==> src/rtl/ex_if.sv <==
// ex_if: decode-to-execute operands/controls and the EX/MEM-facing results of ex_stage.
interface ex_if;
  logic [31:0] i_next_pc;
  logic [31:0] i_read_data_1;
  logic [31:0] i_read_data_2;
  logic [31:0] i_sign_extended_imm;
  logic [4:0]  i_rt;
  logic [4:0]  i_rd;
  logic [5:0]  i_function;
  logic        i_alu_src;
  logic [1:0]  i_alu_op;
  logic        i_reg_dst;
  logic        i_reg_write;
  logic        i_mem_read;
  logic        i_mem_write;
  logic        i_mem_to_reg;
  logic        i_branch;
  logic        i_flush;
  logic [31:0] o_alu_result;
  logic        o_zero;
  logic [31:0] o_write_data;
  logic [4:0]  o_write_register;
  logic [31:0] o_branch_target;
  logic        o_reg_write;
  logic        o_mem_read;
  logic        o_mem_write;
  logic        o_mem_to_reg;
  logic        o_branch;
  logic        o_stall;
  modport master (
    output i_next_pc, i_read_data_1, i_read_data_2, i_sign_extended_imm, i_rt, i_rd, i_function,
           i_alu_src, i_alu_op, i_reg_dst, i_reg_write, i_mem_read, i_mem_write, i_mem_to_reg,
           i_branch, i_flush,
    input  o_alu_result, o_zero, o_write_data, o_write_register, o_branch_target, o_reg_write,
           o_mem_read, o_mem_write, o_mem_to_reg, o_branch, o_stall
  );
  modport slave (
    input  i_next_pc, i_read_data_1, i_read_data_2, i_sign_extended_imm, i_rt, i_rd, i_function,
           i_alu_src, i_alu_op, i_reg_dst, i_reg_write, i_mem_read, i_mem_write, i_mem_to_reg,
           i_branch, i_flush,
    output o_alu_result, o_zero, o_write_data, o_write_register, o_branch_target, o_reg_write,
           o_mem_read, o_mem_write, o_mem_to_reg, o_branch, o_stall
  );
endinterface

==> src/rtl/ex_stage.sv <==
// ex_stage: MIPS execute stage with ID/EX register, ALU, branch adder and iterative mul/div with HI/LO.
module ex_stage #(
  parameter int MD_CYCLES = 32
) (
  input logic clk,
  input logic reset,
  ex_if.slave bus
);
  localparam int CW = $clog2(MD_CYCLES);
  typedef enum logic [1:0] {IDLE, BUSY, DONE} state_t;
  state_t state, state_nx;
  logic [31:0] next_pc, rs, rt, imm, hi, lo, opb, sum, diff, r_res, a_abs, b_abs;
  logic [4:0] rt_f, rd_f;
  logic [5:0] funct;
  logic [1:0] alu_op;
  logic alu_src, reg_dst, reg_write, mem_read, mem_write, mem_to_reg, branch;
  logic md_op, is_div, a_neg, b_neg, stall, last;
  logic [63:0] acc, step, mul_nx, div_nx, md_final;
  logic [32:0] msum, shifted, ddiff;
  logic [CW-1:0] cnt;
  assign md_op = alu_op == 2'b10 && funct[5:2] == 4'b0110;
  assign is_div = funct[1];
  assign a_neg = ~funct[0] & rs[31];
  assign b_neg = ~funct[0] & rt[31];
  assign a_abs = a_neg ? -rs : rs;
  assign b_abs = b_neg ? -rt : rt;
  // Multiply shifts the product right past the multiplier; divide shifts {rem,quot} left.
  assign msum = {1'b0, acc[63:32]} + (acc[0] ? {1'b0, b_abs} : 33'd0);
  assign mul_nx = {msum, acc[31:1]};
  assign shifted = acc[63:31];
  assign ddiff = shifted - {1'b0, b_abs};
  assign div_nx = ddiff[32] ? {shifted[31:0], acc[30:0], 1'b0} : {ddiff[31:0], acc[30:0], 1'b1};
  assign step = is_div ? div_nx : mul_nx;
  assign md_final = !is_div ? ((a_neg ^ b_neg) ? -step : step) :
                    rt == '0 ? {rs, 32'hFFFF_FFFF} :
                    {a_neg ? -step[63:32] : step[63:32], (a_neg ^ b_neg) ? -step[31:0] : step[31:0]};
  assign last = cnt == CW'(MD_CYCLES - 1);
  assign stall = md_op && state != DONE;
  always_comb begin
    state_nx = state;
    if (state == IDLE && md_op) state_nx = BUSY;
    else if (state == BUSY && last) state_nx = DONE;
    else if (state == DONE) state_nx = IDLE;
  end
  always_ff @(posedge clk) begin
    if (!reset) state <= IDLE;
    else state <= state_nx;
  end
  always_ff @(posedge clk) begin
    if (!reset) begin
      {next_pc, rs, rt, imm, rt_f, rd_f, funct} <= '0;
      {alu_op, alu_src, reg_dst, reg_write, mem_read, mem_write, mem_to_reg, branch} <= '0;
      {hi, lo, acc} <= '0;
      cnt <= '0;
    end else begin
      if (!stall) begin
        next_pc <= bus.i_next_pc;
        rs <= bus.i_read_data_1;
        rt <= bus.i_read_data_2;
        imm <= bus.i_sign_extended_imm;
        rt_f <= bus.i_rt;
        rd_f <= bus.i_rd;
        funct <= bus.i_function;
        alu_op <= bus.i_flush ? 2'b00 : bus.i_alu_op;
        alu_src <= bus.i_alu_src & ~bus.i_flush;
        reg_dst <= bus.i_reg_dst & ~bus.i_flush;
        reg_write <= bus.i_reg_write & ~bus.i_flush;
        mem_read <= bus.i_mem_read & ~bus.i_flush;
        mem_write <= bus.i_mem_write & ~bus.i_flush;
        mem_to_reg <= bus.i_mem_to_reg & ~bus.i_flush;
        branch <= bus.i_branch & ~bus.i_flush;
      end
      if (state == IDLE && md_op) begin
        acc <= {32'b0, a_abs};
        cnt <= '0;
      end else if (state == BUSY) begin
        acc <= step;
        cnt <= cnt + 1'b1;
        if (last) {hi, lo} <= md_final;
      end
    end
  end
  assign opb = alu_src ? imm : rt;
  assign sum = rs + opb;
  assign diff = rs - opb;
  always_comb begin
    r_res = '0;
    case (funct)
      6'h20, 6'h21: r_res = sum;
      6'h22, 6'h23: r_res = diff;
      6'h24: r_res = rs & opb;
      6'h25: r_res = rs | opb;
      6'h26: r_res = rs ^ opb;
      6'h27: r_res = ~(rs | opb);
      6'h2A: r_res = {31'b0, $signed(rs) < $signed(opb)};
      6'h2B: r_res = {31'b0, rs < opb};
      6'h10: r_res = hi;
      6'h12: r_res = lo;
      default: r_res = '0;
    endcase
  end
  assign bus.o_alu_result = alu_op == 2'b10 ? r_res : alu_op == 2'b01 ? diff : sum;
  assign bus.o_zero = bus.o_alu_result == '0;
  assign bus.o_write_data = rt;
  assign bus.o_write_register = reg_dst ? rd_f : rt_f;
  assign bus.o_branch_target = next_pc + {imm[29:0], 2'b00};
  assign bus.o_reg_write = reg_write & ~md_op;
  assign bus.o_mem_read = mem_read;
  assign bus.o_mem_write = mem_write;
  assign bus.o_mem_to_reg = mem_to_reg;
  assign bus.o_branch = branch;
  assign bus.o_stall = stall;
endmodule

==> src/flat_wrapper.sv <==
// flat-port wrapper written by rule: the top's interface ports become plain ports
module ex_stage_flat 
#(
  parameter int MD_CYCLES = 32
)
  (clk, reset, bus_i_next_pc, bus_i_read_data_1, bus_i_read_data_2, bus_i_sign_extended_imm, bus_i_rt, bus_i_rd, bus_i_function, bus_i_alu_src, bus_i_alu_op, bus_i_reg_dst, bus_i_reg_write, bus_i_mem_read, bus_i_mem_write, bus_i_mem_to_reg, bus_i_branch, bus_i_flush, bus_o_alu_result, bus_o_zero, bus_o_write_data, bus_o_write_register, bus_o_branch_target, bus_o_reg_write, bus_o_mem_read, bus_o_mem_write, bus_o_mem_to_reg, bus_o_branch, bus_o_stall);
  ex_if bus_i ();
  input logic clk;
  input logic reset;
  input wire logic [$bits(bus_i.i_next_pc)-1:0] bus_i_next_pc;
  input wire logic [$bits(bus_i.i_read_data_1)-1:0] bus_i_read_data_1;
  input wire logic [$bits(bus_i.i_read_data_2)-1:0] bus_i_read_data_2;
  input wire logic [$bits(bus_i.i_sign_extended_imm)-1:0] bus_i_sign_extended_imm;
  input wire logic [$bits(bus_i.i_rt)-1:0] bus_i_rt;
  input wire logic [$bits(bus_i.i_rd)-1:0] bus_i_rd;
  input wire logic [$bits(bus_i.i_function)-1:0] bus_i_function;
  input wire logic [$bits(bus_i.i_alu_src)-1:0] bus_i_alu_src;
  input wire logic [$bits(bus_i.i_alu_op)-1:0] bus_i_alu_op;
  input wire logic [$bits(bus_i.i_reg_dst)-1:0] bus_i_reg_dst;
  input wire logic [$bits(bus_i.i_reg_write)-1:0] bus_i_reg_write;
  input wire logic [$bits(bus_i.i_mem_read)-1:0] bus_i_mem_read;
  input wire logic [$bits(bus_i.i_mem_write)-1:0] bus_i_mem_write;
  input wire logic [$bits(bus_i.i_mem_to_reg)-1:0] bus_i_mem_to_reg;
  input wire logic [$bits(bus_i.i_branch)-1:0] bus_i_branch;
  input wire logic [$bits(bus_i.i_flush)-1:0] bus_i_flush;
  output wire logic [$bits(bus_i.o_alu_result)-1:0] bus_o_alu_result;
  output wire logic [$bits(bus_i.o_zero)-1:0] bus_o_zero;
  output wire logic [$bits(bus_i.o_write_data)-1:0] bus_o_write_data;
  output wire logic [$bits(bus_i.o_write_register)-1:0] bus_o_write_register;
  output wire logic [$bits(bus_i.o_branch_target)-1:0] bus_o_branch_target;
  output wire logic [$bits(bus_i.o_reg_write)-1:0] bus_o_reg_write;
  output wire logic [$bits(bus_i.o_mem_read)-1:0] bus_o_mem_read;
  output wire logic [$bits(bus_i.o_mem_write)-1:0] bus_o_mem_write;
  output wire logic [$bits(bus_i.o_mem_to_reg)-1:0] bus_o_mem_to_reg;
  output wire logic [$bits(bus_i.o_branch)-1:0] bus_o_branch;
  output wire logic [$bits(bus_i.o_stall)-1:0] bus_o_stall;
  assign bus_i.i_next_pc = bus_i_next_pc;
  assign bus_i.i_read_data_1 = bus_i_read_data_1;
  assign bus_i.i_read_data_2 = bus_i_read_data_2;
  assign bus_i.i_sign_extended_imm = bus_i_sign_extended_imm;
  assign bus_i.i_rt = bus_i_rt;
  assign bus_i.i_rd = bus_i_rd;
  assign bus_i.i_function = bus_i_function;
  assign bus_i.i_alu_src = bus_i_alu_src;
  assign bus_i.i_alu_op = bus_i_alu_op;
  assign bus_i.i_reg_dst = bus_i_reg_dst;
  assign bus_i.i_reg_write = bus_i_reg_write;
  assign bus_i.i_mem_read = bus_i_mem_read;
  assign bus_i.i_mem_write = bus_i_mem_write;
  assign bus_i.i_mem_to_reg = bus_i_mem_to_reg;
  assign bus_i.i_branch = bus_i_branch;
  assign bus_i.i_flush = bus_i_flush;
  assign bus_o_alu_result = bus_i.o_alu_result;
  assign bus_o_zero = bus_i.o_zero;
  assign bus_o_write_data = bus_i.o_write_data;
  assign bus_o_write_register = bus_i.o_write_register;
  assign bus_o_branch_target = bus_i.o_branch_target;
  assign bus_o_reg_write = bus_i.o_reg_write;
  assign bus_o_mem_read = bus_i.o_mem_read;
  assign bus_o_mem_write = bus_i.o_mem_write;
  assign bus_o_mem_to_reg = bus_i.o_mem_to_reg;
  assign bus_o_branch = bus_i.o_branch;
  assign bus_o_stall = bus_i.o_stall;
  ex_stage #(.MD_CYCLES(MD_CYCLES)) u_core (.clk(clk), .reset(reset), .bus(bus_i));
endmodule
==> config.mk <==
export PLATFORM = sky130hd
export DESIGN_NAME = ex_stage_flat
export DESIGN_NICKNAME = d
export VERILOG_FILES = /design/src/rtl/ex_if.sv /design/src/rtl/ex_stage.sv /design/src/flat_wrapper.sv
export SDC_FILE = /design/constraint.sdc
export NUM_CORES = 1
export LEC_CHECK = 0
export BUFFER_PORTS_ARGS = -buffer_cell sky130_fd_sc_hd__buf_2
export CELL_PAD_IN_SITES_DETAIL_PLACEMENT = 0
export CELL_PAD_IN_SITES_GLOBAL_PLACEMENT = 1
export CORE_MARGIN = 2
export CORE_UTILIZATION = 49
export CTS_CLUSTER_DIAMETER = 30
export DETAILED_ROUTE_END_ITERATION = 8
export GPL_ROUTABILITY_DRIVEN = 0
export PLACE_DENSITY = 0.9
export SLEW_MARGIN = 20
export SYNTH_ARGS = -nofsm -noshare
export SYNTH_HDL_FRONTEND = slang
export SYNTH_SLANG_ARGS = --single-unit
==> constraint.sdc <==
create_clock -name clk -period 20.1 [get_ports clk]
set_input_delay 1.005 -clock clk [delete_from_list [all_inputs] [get_ports clk]]
set_output_delay 1.005 -clock clk [all_outputs]
set_load 0.03 [all_outputs]
==> flow_summary_export.csv, run 1 <==
group,metric,value,unit
place,portBuffers,263,
clock_network,htree_levels,3,
sta,finalCritPeriodShare,45.7,%
place,place_area,28700,um2
drt,ant_nets,0,
floorplan,coreArea,54900,um2
clock_network,clock_sink_count,288,
final_layout,layout.nets,4172,
worst_hold_path,worst_hold_path_type,"flip-flop to flip-flop",
synth,synth_cells,3670,
setup_path,crit_type,"flip-flop to flip-flop",
clock_network,cts_root_buffer,"clkbuf_16",
floorplan,die_w,239,um
synth,synthDistinctLibCells,104,
drt,viasPerCell,6.38,
clock_network,cts_made_buffers,77,
power,p_leak,13.3,nW
floorplan,row_count,86,
setup_path,end_kind,"flip-flop",
synth,synth_top_area_share,21.3,%
global_routing,grt_overflow_total,0,
final_layout,largest_reg_flops,64,
drt,drt-pass1-iter-count,6,
synth,synth_area,27100,um2
final_layout,fin_area,31500,um2
synth,async_flop_share,0,%
synth,ys_seq_elements,288,
power,vdd_drop_max,92.0,uV
floorplan,die_y,239,um
drt,wl,109000,um
final_layout,regMostFlops,"u_core.acc",
clock_network,cts_max_path_buffers,3,
synth,synth_edf_count,0,
power,pwr_density_cell,79.1,nW/um2
power,p_sw_share,32.7,%
power,p_seq_share,24.9,%
final_layout,layout-area-overhead-vs-synth,16.5,%
drt,dr.first_iter.drc_count,3193,
worst_hold_path,hp-start,"u_core.hi[19]",
sta,rsz0062_at_grt,"no",
clock_network,cts_tree,"yes",
drt,via_count,29300,
power,p_int,1.68,mW
power,power_switching,0.816,mW
setup_path,crit_arrival,9.67,ns
global_routing,antenna_found_initial,8,
global_routing,grt_pass1_wl,163000,um
final_layout,fin_util,57.5,%
synth,ys_warn_count,0,
synth,yosysTopAreaCell,"dfxtp_1",
clock_network,cts_setup_buffers,0,
sta,maxSlewViolCount,0,
status,status,"complete, no violations",
run,cap_violations,0,
drt,drc_errors,0,
sta,setup_viol,0,
sta,max_freq,109,MHz
sta,worstMarginPinSlew,1.20,ns
synth,synthFlopType,"dfxtp_1",
synth,avgSynthCellArea,7.38,um2
sta,fin_tns_setup,0,ns
sta,period_minus_slack,9.19,ns
sta,fin_ws,10.91,ns
sta,max-slew-margin-rel,17.7,%
drt,drt-wirelength-per-cell,23.8,um
place,pre_cts_ws,11.33,ns
setup_path,r2r_start,"u_core.bus.o_write_data[2]",
setup_path,required,20.58,ns
global_routing,grt_use_total,37.0,%
floorplan,start_util,49.4,%
clock_network,clock_latency,0.64,ns
global_routing,grt_start_max_net_pins,126,
floorplan,dieArea,57200,um2
synth,seq_area_frac_synth,21.3,%
floorplan,boundaryPins,264,
clock_network,path_clk_slew,0.05,ns
setup_path,startpoint,"u_core.bus.o_write_data[2]",
setup_path,start_kind,"flip-flop",
place,dp_hpwl,81900,um
sta,final-hold-violation-count,0,
setup_path,crit_fanout,14,
sta,whs,0.447,ns
synth,synth_area_leaders,"dfxtp_1, ha_1, nand2_1",
sta,fin_skew,0.0492,ns
clock_network,post_cts_resized,0,
synth,synth_nets,4027,
clock_network,postCtsHoldBufs,0,
global_routing,first_global_vias,26800,
power,power_frac_clock,54.1,%
power,power.share.combinational,21.0,%
final_layout,drive_gt1_share,13.8,%
## cells in the mapped netlist, types with 10 or more instances
library cell	n
nand2b_1	31
o21a_1	26
a211oi_1	53
a211o_1	15
o21ai_1	16
a21oi_1	244
o31ai_1	35
nor2_1	283
clkbuf_1	179
o21ai_0	184
o22ai_1	44
o21bai_1	29
a22oi_1	25
nand3_1	70
a21o_1	60
dfxtp_1	288
or3_1	21
buf_1	16
or2_2	14
nor3_1	89
nor2b_1	31
buf_2	30
and3_1	41
xor2_1	76
o221ai_1	38
mux2i_1	108
and2_1	46
o211ai_1	36
ha_1	196
buf_4	13
a21boi_0	163
mux2_2	18
a31oi_1	56
a221oi_1	19
o41ai_1	10
nand3b_1	10
nand4_1	22
xnor2_1	173
nor4_1	24
nand2_1	519
inv_1	140
## per-stage QoR
stage,power (mW),std cells
2_1_floorplan,0.985,3670
3_3_place_gp,1.14,4440
3_5_place_dp,1.14,4440
4_1_cts,2.49,4584
5_1_grt,2.57,4586
6_report,2.49,4588
## cells in the final DEF (no fill, tap or decap), types with 23 or more instances in the layout
master,instances
o21bai_1,29
nor4_1,23
nand3_1,70
ha_1,196
o31ai_1,35
and2_1,46
a21o_1,60
xor2_1,76
buf_2,262
inv_1,140
nor2b_1,31
nand2_1,517
a21boi_0,163
and3_1,40
o22ai_1,44
buf_4,44
o211ai_1,36
nor2_1,280
a21oi_1,243
o21a_1,26
a211oi_1,53
mux2i_1,108
nand2b_1,31
a22oi_1,25
o221ai_1,38
clkbuf_16,77
nor3_1,88
o21ai_0,184
a31oi_1,55
dfxtp_1,285
xnor2_1,173
## worst max-delay path, cell delays in order, from the launching register on
cell and delay (ns):
dfxtp_1 0.38, nor3_1 0.29, nand2b_1 0.14, nor4_1 0.39
nor3b_1 0.62, nand2_1 0.22, or3_1 0.43, o31ai_1 0.29
xor2_1 0.26, ha_1 0.32, and2_1 0.17, a221oi_1 0.43
nor2_1 0.19, a311oi_4 0.70, nor3_1 0.30, nor2_1 0.30
ha_1 0.27, o2111ai_1 0.22, nor4_1 0.52, and3_1 0.27
o21a_1 0.15, and3_1 0.30, nand4_1 0.61, or4_1 0.71
or4_1 0.40, nand3_1 0.09, a31oi_1 0.07
## path summary, 6_finish.rpt
path                                 endpoint  slack [ns]  depth (start not counted)
worst max-delay path            u_core.hi[30]       10.91                         26
worst min-delay path            u_core.hi[19]        0.45                          2
worst max register to register  u_core.hi[30]       10.91                         26
worst min register to register  u_core.hi[19]        0.45                          2
## power groups by stage
stage / Clock, mW / Sequential, mW / Combinational [mW]
after floorplan: 0 / 0.622 / 0.362
after global placement: 0 / 0.629 / 0.507
after detailed placement: 0 / 0.630 / 0.509
after CTS: 1.35 / 0.620 / 0.512
after global routing: 1.39 / 0.622 / 0.561
final: 1.35 / 0.621 / 0.523
## area by class of cell
| cell class | instances | area, um2 |
|---|---|---|
| multi-input combinational | 2999 | 19800 |
| clock inverter | 56 | 835 |
| inverter | 142 | 536 |
| timing repair buffer | 307 | 1650 |
| clock buffer | 88 | 2030 |
| sequential | 288 | 5770 |
| antenna | 4 | 10.0 |
| tap | 704 | 881 |
| fill | 5212 | 23300 |
## cell families after synthesis
family          Yosys count  share of synthesized area [%]
simple gates           1250                           21.3
compound gates         1171                           29.4
buf+inv                 383                           5.71
flops                   288                           21.3
xor+xnor                249                           8.05
fa+ha+maj               201                           9.42
mux                     128                           4.85
## metal layers
layer / up-vias / GRT usage, % / share of wire [%]
met5: - / 0 / 0.073
li1: 13500 / - / -
met4: 12 / 21.3 / 6.1
met2: 1662 / 56.8 / 44
met1: 13700 / 47.5 / 40
met3: 347 / 8.35 / 10
Note: power is estimated with default switching activity, not from simulation.
==> run 2, diff against run 1 <==
--- a/config.mk
+++ b/config.mk
@@ -5,15 +5,16 @@
 export SDC_FILE = /design/constraint.sdc
 export NUM_CORES = 1
 export LEC_CHECK = 0
+export ABC_AREA = 1
 export BUFFER_PORTS_ARGS = -buffer_cell sky130_fd_sc_hd__buf_2
 export CELL_PAD_IN_SITES_DETAIL_PLACEMENT = 0
 export CELL_PAD_IN_SITES_GLOBAL_PLACEMENT = 1
 export CORE_MARGIN = 2
-export CORE_UTILIZATION = 49
+export CORE_UTILIZATION = 38
 export CTS_CLUSTER_DIAMETER = 30
 export DETAILED_ROUTE_END_ITERATION = 8
 export GPL_ROUTABILITY_DRIVEN = 0
-export PLACE_DENSITY = 0.9
+export PLACE_DENSITY = 0.79
 export SLEW_MARGIN = 20
 export SYNTH_ARGS = -nofsm -noshare
 export SYNTH_HDL_FRONTEND = slang
==> constraint.sdc (replaced) <==
create_clock -name clk -period 7.74 [get_ports clk]
set_input_delay 0.387 -clock clk [delete_from_list [all_inputs] [get_ports clk]]
set_output_delay 0.387 -clock clk [all_outputs]
set_load 0.03 [all_outputs]
==> run 2 against run 1 <==
Against the previous run:
- combinational power increased to 3.1 times the previous value
- synthesized cell count rose by 36%
- non-clock buffer count grew 56
- critical path type unchanged
==> flow_summary_export.csv, run 2 <==
group,metric,value,unit
setup_path,required,8.22,ns
sta,final-hold-violation-count,0,
clock_network,cts_root_buffer,"clkbuf_16",
power,p_leak,17.8,nW
drt,ant_nets,0,
synth,synth_cells,4991,
worst_hold_path,worst_hold_path_type,"input pin to flip-flop",
global_routing,grt_use_total,33.5,%
power,power_switching,2.31,mW
worst_hold_path,min_delay_path_depth,3,
run,cap_violations,0,
final_layout,drive_gt1_share,11.3,%
sta,max_freq,144,MHz
power,vdd_drop_max,191,uV
setup_path,crit_fanout,12,
setup_path,crit_arrival,7.41,ns
floorplan,coreArea,75900,um2
drt,viasPerCell,5.61,
synth,synthDistinctLibCells,64,
synth,muxShareOfSynthArea,0.0343,%
power,p_int,4.37,mW
drt,via_count,35500,
power,p_seq_share,24.1,%
drt,drt-wirelength-per-cell,21.6,um
clock_network,htree_levels,3,
synth,yosysMostFrequentCell,"nand2_1",
clock_network,clock_sink_count,288,
setup_path,rr_worst_depth,46,
synth,synth_area_leaders,"dfxtp_1, nand2_1, ha_1",
synth,synth_nets,5348,
final_layout,layout.nets,5597,
sta,maxSlewViolCount,0,
drt,drc_errors,0,
global_routing,grt_start_max_net_pins,89,
clock_network,path_clk_slew,0.04,ns
drt,wl,137000,um
setup_path,end_kind,"flip-flop",
place,dp_hpwl,108000,um
final_layout,fin_area,34700,um2
global_routing,first_global_vias,32200,
final_layout,regMostFlops,"u_core.acc",
synth,synth_area,29100,um2
sta,period_minus_slack,6.93,ns
sta,worstMarginPinSlew,1.18,ns
synth,synthTopCellsByCount,"nand2_1, inv_1, nor2_1, o21ai_0, a21oi_1",
place,portBuffers,263,
setup_path,r2r_setup_slack,0.81,ns
synth,synthFlopType,"dfxtp_1",
place,place_area,31400,um2
synth,synth_edf_count,0,
final_layout,layout-area-overhead-vs-synth,19.1,%
setup_path,start_kind,"flip-flop",
place,dp_cells,6139,
synth,synth-xor-area-share,3.97,%
global_routing,antenna_found_initial,6,
status,status,"complete, no violations",
sta,finalCritPeriodShare,89.6,%
synth,synth_top_area_share,19.8,%
sta,rsz0062_at_grt,"no",
floorplan,boundaryPins,264,
floorplan,die_w,281,um
synth,synth_compound_area_share,21.4,%
global_routing,grt_pass1_wl,201000,um
floorplan,dieArea,78900,um2
floorplan,die_y,281,um
synth,synthSimpleGateAreaFrac,34.7,%
global_routing,grt_overflow_total,0,
setup_path,cpMostUsedCell,"nand2_1",
worst_hold_path,hp-start,"bus_i_next_pc[14]",
worst_hold_path,hold_end,"u_core.next_pc[14]",
power,pwr_density_cell,193,nW/um2
synth,synth_top_family_by_area,"simple AND/OR/NAND/NOR gates",
setup_path,reg2reg_to,"u_core.hi[30]",
synth,seq_area_frac_synth,19.8,%
sta,fin_tns_setup,0,ns
synth,avgSynthCellArea,5.84,um2
final_layout,finalNonFillerCells,6330,
setup_path,r2r_start,"u_core.bus.o_write_data[0]",
synth,yosysTopAreaCell,"dfxtp_1",
final_layout,final_cell_mix,"nand2_1, inv_1, nor2_1",
floorplan,start_util,38.4,%
clock_network,cts_max_path_buffers,3,
drt,drt-pass1-iter-count,8,
clock_network,clock_latency,0.66,ns
clock_network,cts_made_buffers,79,
synth,ys_warn_count,0,
setup_path,crit_path_top_delay_cell,"dfxtp_1",
clock_network,cts_tree,"yes",
final_layout,largest_reg_flops,64,
power,power.share.combinational,23.9,%
setup_path,worst_path_largest_cell_delay,0.36,ns
floorplan,row_count,101,
final_layout,final_common_cell,"nand2_1",
power,power_frac_clock,52.0,%
final_layout,fillers,8219,
synth,async_flop_share,0,%
synth,synth_adder_area_share,8.76,%
sta,max-slew-margin-rel,20.3,%
power,p_sw_share,34.6,%
synth,ys_seq_elements,288,
drt,dr.first_iter.drc_count,4000,
sta,fin_skew,0.0688,ns
sta,setup_viol,0,
setup_path,crit_type,"flip-flop to flip-flop",
run 2: cell types whose count changed in the layout (fill, tap and decap cells not counted), moves of 42 or more:
| cell | before | now |
|---|---|---|
| mux2i_1 | 108 | 1 |
| a21o_1 | 60 | 7 |
| or2_2 | 14 | 56 |
| nor2_1 | 280 | 626 |
| and2_1 | 46 | 2 |
| xnor2_1 | 173 | 28 |
| inv_1 | 140 | 642 |
| o21ai_0 | 184 | 481 |
| a211oi_1 | 53 | 5 |
| a21boi_0 | 163 | 7 |
| nand2_1 | 517 | 1137 |
| dlygate4sd3_1 | 0 | 49 |
| nand3_1 | 70 | 366 |
| a21oi_1 | 243 | 380 |
run 2: how the worst max path moves through the flow:
stage / from / endpoint / slack, ns
2_1_floorplan: u_core.bus.o_write_data[0] / u_core.hi[30] / 1.88
3_3_place_gp: u_core.bus.o_write_data[0] / u_core.hi[10] / 0.88
3_5_place_dp: u_core.bus.o_write_data[0] / u_core.hi[30] / 0.68
4_1_cts: u_core.bus.o_write_data[0] / u_core.hi[30] / 0.61
5_1_grt: u_core.bus.o_write_data[0] / u_core.hi[30] / 0.07
6_report: u_core.bus.o_write_data[0] / u_core.hi[30] / 0.81
run 2: logic make-up after synthesis:
| group | Yosys count |
|---|---|
| AND/OR/NAND/NOR | 2392 |
| AO/OA/AOI/OAI | 1117 |
| buffers and inverters | 860 |
| XOR/XNOR | 132 |
| adder cells (fa/ha/maj) | 201 |
| multiplexers | 1 |
| flip-flops | 288 |
run 2: worst max-delay path: cells and delay by family (launching register included):
| kind | cells | cell delay (ns) |
|---|---|---|
| and+or+nand+nor | 33 | 4.40 |
| AOI/OAI and AO/OA | 3 | 0.47 |
| DFF | 1 | 0.36 |
| buffers and inverters | 6 | 0.71 |
| adders and majority gates | 3 | 0.63 |
| xor gates and xnor gates | 1 | 0.22 |
run 2: through the flow:
step           setup slack [ns]  util [%]  total power, mW  hold WS (ns)
2_1_floorplan              1.88         -             2.63         0.445
5_1_grt                  0.0730      45.7             6.92        0.0110
3_5_place_dp              0.679      41.3             3.16         0.457
3_3_place_gp              0.878      41.3             3.16         0.452
6_report                  0.808      45.7             6.69        0.0144
4_1_cts                   0.614      45.7             6.66       0.00112
run 2: power groups by stage:
stage          combinational, mW  sequential, mW  clock, mW
2_1_floorplan               1.01            1.62          0
3_3_place_gp                1.53            1.63          0
3_5_place_dp                1.53            1.63          0
4_1_cts                     1.55            1.61       3.50
5_1_grt                     1.73            1.61       3.58
6_report                    1.60            1.61       3.48
run 2: timing repair:
action | 4_1_cts | 5_1_grt
resized for setup | 0 | 5
setup endpoints to repair | 0 | 6
setup buffers | 0 | 1
hold buffers | 49 | 0
hold endpoints to repair | 49 | 0
run 2: per-layer routing:
metal | vias up | global-route usage [%] | wire, um
li1 | 16900 | - | -
met1 | 16400 | 44.9 | 57600
met2 | 1912 | 50.7 | 57800
met3 | 338 | 7.88 | 14800
met4 | 6 | 15.2 | 6710
met5 | - | 0 | 46
run 2: area by class of cell:
type / instances / area (um2) / area share (%)
multi-input combinational: 3843 / 20100 / 58.0
sequential: 288 / 5770 / 16.6
inverter: 665 / 2500 / 7.20
timing repair buffer: 363 / 2200 / 6.33
clock buffer: 102 / 2150 / 6.20
tap: 1030 / 1290 / 3.71
clock inverter: 37 / 663 / 1.91
antenna: 2 / 5.00 / 0.0144
